--- src/rtl/pry_scan.sv ---
// Priority scanner: serialises a request vector into one-hot beats, one set bit per beat,
// in LSB-first or MSB-first order. Optional m_idx output enabled by macro PRY_SCAN_IDX_EN.
module pry_scan #(
  parameter int WIDTH     = 32,
  parameter     DIRECTION = "LSB",
  localparam int WIDTH_LOG = $clog2(WIDTH)
) (
  input  logic                 clk,
  input  logic                 rst_n,
  input  logic                 s_vld,
  output logic                 s_rdy,
  input  logic [WIDTH-1:0]     s_pry,
  output logic                 m_vld,
  input  logic                 m_rdy,
  output logic [WIDTH-1:0]     m_oht,
  output logic                 m_lst
`ifdef PRY_SCAN_IDX_EN
  ,
  output logic [WIDTH_LOG-1:0] m_idx
`endif
);

  typedef enum logic [0:0] {
    IDLE = 1'b0,
    BUSY = 1'b1
  } state_t;

  state_t           state_r;
  state_t           state_s;
  logic [WIDTH-1:0] rem_r;
  logic [WIDTH-1:0] rem_s;
  logic [WIDTH-1:0] oht_s;
  logic             last_s;
  logic             load_s;

  // Priority pick: LSB-first isolates the lowest set bit, MSB-first the highest.
  generate
    if (DIRECTION == "MSB") begin : g_msb
      always_comb begin
        oht_s = {WIDTH{1'b0}};
        for (int i = 0; i < WIDTH; i++) begin
          if (rem_r[i]) begin
            oht_s = {WIDTH{1'b0}};
            oht_s[i] = 1'b1;
          end else begin
            oht_s = oht_s;
          end
        end
      end
    end else begin : g_lsb
      assign oht_s = rem_r & (~rem_r + {{(WIDTH-1){1'b0}}, 1'b1});
    end
  endgenerate

  assign last_s = ((rem_r & ~oht_s) == {WIDTH{1'b0}});
  assign load_s = s_vld && (s_pry != {WIDTH{1'b0}});

  // Next-state, remainder update and handshake outputs.
  always_comb begin
    state_s = state_r;
    rem_s   = rem_r;
    s_rdy   = 1'b1;
    m_vld   = 1'b0;
    m_oht   = {WIDTH{1'b0}};
    m_lst   = 1'b0;
    case (state_r)
      IDLE: begin
        if (load_s) begin
          rem_s   = s_pry;
          state_s = BUSY;
        end else begin
          state_s = IDLE;
        end
      end
      BUSY: begin
        m_vld = 1'b1;
        m_oht = oht_s;
        m_lst = last_s;
        s_rdy = m_rdy & last_s;
        if (m_rdy) begin
          rem_s = rem_r & ~oht_s;
          if (last_s) begin
            // A new vector taken alongside the last beat continues with no bubble.
            if (load_s) begin
              rem_s   = s_pry;
              state_s = BUSY;
            end else begin
              state_s = IDLE;
            end
          end else begin
            state_s = BUSY;
          end
        end else begin
          state_s = BUSY;
        end
      end
      default: begin
        state_s = IDLE;
        rem_s   = {WIDTH{1'b0}};
      end
    endcase
  end

  // State and remainder registers.
  always_ff @(posedge clk or negedge rst_n) begin
    if (!rst_n) begin
      state_r <= IDLE;
      rem_r   <= {WIDTH{1'b0}};
    end else begin
      state_r <= state_s;
      rem_r   <= rem_s;
    end
  end

`ifdef PRY_SCAN_IDX_EN
  // One-hot to binary; m_oht is zero when idle so the index falls to zero too.
  always_comb begin
    m_idx = {WIDTH_LOG{1'b0}};
    for (int i = 0; i < WIDTH; i++) begin
      if (m_oht[i]) begin
        m_idx = m_idx | WIDTH_LOG'(i);
      end else begin
        m_idx = m_idx;
      end
    end
  end
`endif

endmodule

--- config.mk ---
export PLATFORM = sky130hd
export DESIGN_NAME = pry_scan
export DESIGN_NICKNAME = d
export VERILOG_FILES = /design/src/rtl/pry_scan.sv
export SDC_FILE = /design/constraint.sdc
export NUM_CORES = 1
export LEC_CHECK = 0
export BUFFER_PORTS_ARGS = -buffer_cell sky130_fd_sc_hd__buf_2
export CORE_ASPECT_RATIO = 0.9
export CORE_UTILIZATION = 50
export DETAILED_ROUTE_END_ITERATION = 6
export PLACE_DENSITY_LB_ADDON = 0.1
export SLEW_MARGIN = 20
export SYNTH_ARGS = -nofsm -noshare
export SYNTH_HDL_FRONTEND = slang
export SYNTH_SLANG_ARGS = --single-unit
--- constraint.sdc ---
create_clock -name clk -period 4.86 [get_ports clk]
set_clock_uncertainty 0.1 [all_clocks]
set_input_delay 0.972 -clock clk [delete_from_list [all_inputs] [get_ports clk]]
set_output_delay 0.972 -clock clk [all_outputs]
set_load 0.005 [all_outputs]
; Word level (Yosys, flattened, before mapping)
; Index checks and enable logic that the tools add are counted.
[op_classes]
n_mux = 13
bitwise = 6
reduce_logical = 4
n_eq_ne = 2
n_addsub = 1
[op_table]
columns = operator, n
row1 = 2-to-1 mux 32 bit, 5
row2 = AND 32 bit, 2
row3 = NOT 32 bit, 2
row4 = one-hot mux 32 bit (2 select lines), 1
row5 = "adder 32 x 1 -> 32 bit, second input constant", 1
row6 = logical NOT 32 bit, 1
row7 = nonzero test 32 bit, 1
row8 = 2-to-1 mux 1 bit, 6
row9 = "!= test 2 bit, second input constant", 2
row10 = one-hot mux 1 bit (2 select lines), 1
row11 = AND reduction 2 bit, 1
row12 = AND 1 bit, 1
row13 = logical AND 1 bit, 1
row14 = NOT 1 bit, 1
[word_totals]
out_inout_bits = 35
regBits = 33
inputBits = 36
wordCells = 28

; Depth between registers and ports, before layout
[depth]
ltp_word = 9
mapped_depth = 10
mapped_depth_nobuf = 7

; Least setup slack after synthesis
; No wires, ideal clock.
[synth_timing]
path_kind = reg2out
startpoint = reg rem_r[2]
endpoint = out s_rdy
n_path_buf = 2
path_stages_with_launch = 10
arrival_ns = 3.084
required_time_ns = 3.788
setup_slack_ns = 0.704
path_cell_list = dfrtp_1 or4_1 or4_1 buf_2 buf_2 o31ai_4 nand3_1 nor4_4 and4_1 nand2b_1
[synth_between]
elab_chain_len = 8
[synth_lines]
columns = item, line_no
row1 = from (decl), 30  ; logic [WIDTH-1:0] rem_r;
row2 = from (signal assigned), 108  ; rem_r <= {WIDTH{1'b0}};
row3 = from (signal assigned), 111  ; rem_r <= rem_s;
row4 = NOT 32 bit, 51  ; assign oht_s = rem_r & (~rem_r + {{(WIDTH-1){1'b0}}, 1'b1});
row5 = adder 32 x 1 -> 32 bit, 51
row6 = AND 32 bit, 51
row7 = NOT 32 bit, 55  ; assign last_s = ((rem_r & ~oht_s) == {WIDTH{1'b0}});
row8 = AND 32 bit (*), 55
row9 = logical NOT 32 bit (*), 55
row10 = AND 1 bit (*), 79  ; s_rdy = m_rdy & last_s;
row11 = 2-to-1 mux 1 bit (*), 66  ; case (state_r)
row12 = to (decl), 11  ; output logic s_rdy,
; Every way passes the cells marked *; elsewhere a longest branch is shown, timed or not.

; Worst setup path after layout
; Ends and elaborated chain as after synthesis.

==> metrics.txt <==
# IOs about 70; net switching power 249 uW; Die X 81.2 um; HP Class register to register; gpl congestion roughly 0.9; Finished Cell Area approximately 3400 um^2; number of remaining DRC errors 0; clock root buffer clkbuf_8; # rows 25; routed len/inst 19.5 um; critical path launch point type register; Syn Nets 407; Final setup viols 0; total CTS buffers 5; Worst-Skew Late Latency around 0.29 ns; drt via density about 6.6; Slew Viols, Final 0; count of cell types in the netlist 60; unrepaired setup endpoints after global routing false; combinational group share of total power between 20% and 30%; setup tns final 0 ns; Syn Inst Count around 370; Final Hold Viols 0; status finished, final reports clean; Yosys reg bits 33; crit-path max FO 12; DR iter-0 viols 339; Seq/Total Area, Yosys between 20% and 30%; P_leak 1.59 nW; Main synth FF type dfrtp_1; Pre-antenna DRT Iters 5; H-tree depth 2; Hold Path Stages 1; Layout area overhead 18.9%; Layout Nets 470; post-route ant nets 0; GRT Resource Usage Total 34.7%; power per cell area roughly 220 nW/um^2; DR vias around 3300; Worst setup EP type output port; hpwl dp 6810 um; worst-margin pin slew around 0.83 ns; PnR worst setup slack roughly 0.16 ns; Initial Util between 50% and 60%; clk sinks 33; initial antenna violation count 0; clk slew on worst S/H paths 0.07 ns; Die Y roughly 73 um; clock power share between 30 and 40%; Yosys warning total 0; die area 5950 um^2; VDD IR-drop max about 0.15 mV; sequential share of power 42.0%; Final Hold Slack around 0.45 ns; switching fraction of total power about a third; first-pass GRT wire length roughly 15000 um; vias in the first global route roughly 3000; final WL slightly below 10000 um; DP Area ~3200 um^2; share of flip-flops with an asynchronous set or reset 100%; Antenna Diode Count 0; Critical Setup Path Class register to output port; Setup Buffers After CTS 0; cts-stage hold buffer count 0; Arrival @ worst endpoint roughly 3.6 ns; Syn Area/Cell 7.60 um^2; Core Box Area between 5000 and 6000 um^2; Layout fillers about 470; Pint between 400 and 500 uW; fraction of the cycle the final worst path needs a little over nine tenths; GR Overflow Total 0; Max Cap Viol 0; Mapped Area approximately 2800 um^2; largest net degree at the start of global routing 36; relative max-transition margin about 45%; number of synthesized flops with an enable pin 0; Worst EP required ~3.8 ns; layout cells sized above 1 23.7%; port bufs 70; TritonCTS clock tree done; Final min period between 4 and 5 ns; fin util 62.7%; fmax 213 MHz; Reg2Reg Depth 8; clock buffer depth 2; Place WS 0.280 ns
power groups by stage:
stage          clock network, mW  logic, mW  registers, mW
6_report                   0.240      0.185          0.308
3_3_place_gp                   0      0.179          0.311
2_1_floorplan                  0      0.118          0.302
3_5_place_dp                   0      0.180          0.312
5_1_grt                    0.253      0.202          0.309
4_1_cts                    0.243      0.182          0.306
timing repair:
| item | 4_1_cts | 5_1_grt |
|---|---|---|
| endpoints found under the setup margin | 2 | 2 |
| resized for setup | 1 | 1 |
| gates cloned | 0 | 0 |
final cells by class:
type	instances	area [um^2]	share of cell area [%]
well taps	67	83.8	2.50
clock inverters	1	5.00	0.149
clock buffers	7	96.3	2.87
flip-flops and latches	33	826	24.6
multi-input cells	293	1830	54.6
inverters	19	71.3	2.13
repair buffers	82	440	13.1
sequential cells by signal, indices dropped and copies added, names as in the netlist:
| name | cells |
|---|---|
| rem_r | 32 |
| state_r | 1 |
worst max-delay path: stages, from the launching register on:
cell and delay, ns:
dfrtp_1 0.44, or4_1 0.59, or4_4 0.65, or4_1 0.59, o21ai_1 0.25, and4bb_4 0.35
and4_1 0.24, nand2b_1 0.11, buf_2 0.11
Yosys cell counts, types with 3 or more instances:
library cell | count | area [um^2]
a22oi_1 | 6 | 45.0
and3_1 | 13 | 81.3
o21ai_1 | 18 | 90.1
nor4_1 | 19 | 119
inv_1 | 19 | 71.3
o31ai_1 | 7 | 52.6
o21bai_1 | 3 | 22.5
nand2_1 | 30 | 113
a31oi_1 | 9 | 56.3
o211ai_1 | 7 | 52.6
o31a_1 | 3 | 26.3
and2_1 | 3 | 18.8
a41oi_1 | 3 | 26.3
nand3_1 | 3 | 15.0
o21ai_0 | 20 | 100
or3_1 | 7 | 43.8
a21oi_1 | 22 | 110
or4_1 | 7 | 52.6
nor3_1 | 21 | 105
a221o_1 | 5 | 50.1
and3b_1 | 3 | 26.3
nor4b_1 | 3 | 26.3
o2bb2ai_1 | 3 | 26.3
clkbuf_1 | 24 | 90.1
dfrtp_1 | 33 | 826
nand4_1 | 6 | 37.5
nor2_1 | 31 | 116
placed cells by master, fill, tap and decap left out, types with 3 or more instances in the layout:
master,n
buf_2,70
dfrtp_1,33
nor2_1,31
nand2_1,30
a21oi_1,22
nor3_1,21
o21ai_0,20
inv_1,19
nor4_1,19
o21ai_1,18
and3_1,13
buf_4,12
a31oi_1,9
or3_1,7
o31ai_1,7
o211ai_1,7
clkbuf_8,7
or4_1,6
nand4_1,6
a22oi_1,6
a221o_1,5
and3b_1,3
and2_1,3
nor4b_1,3
o31a_1,3
nand3_1,3
o2bb2ai_1,3
o21bai_1,3
a41oi_1,3
logic make-up after synthesis:
kind of cell / synth area share (%)
buf+inv: 6.08
compound gates: 31.8
simple gates: 32.9
flops: 29.3
through the flow:
| stage | power, mW | instances |
|---|---|---|
| 6_report | 0.733 | 502 |
| 4_1_cts | 0.731 | 502 |
| 3_5_place_dp | 0.491 | 494 |
| 5_1_grt | 0.764 | 502 |
| 3_3_place_gp | 0.490 | 494 |
| 2_1_floorplan | 0.421 | 371 |
layer usage:
| layer | GRT usage, % | vias up | wire length, um |
|---|---|---|---|
| li1 | - | 1559 | - |
| met5 | 0 | - | 0 |
| met3 | 6.34 | 23 | 955 |
| met2 | 53.6 | 208 | 4260 |
| met1 | 49.5 | 1548 | 4390 |
| met4 | 9.33 | 0 | 176 |
final timing paths:
kind	from	endpoint	slack, ns
worst min-delay path	rem_r[31]	rem_r[31]	0.45
worst max-delay path	rem_r[2]	s_rdy	0.16
max in group asynchronous	rst_n	rem_r[31]	3.47
worst max register to register	rem_r[2]	rem_r[25]	1.19
min in group asynchronous	rst_n	rem_r[10]	0.67
worst min register to register	rem_r[31]	rem_r[31]	0.45
Power figures use the tool's default switching activity.
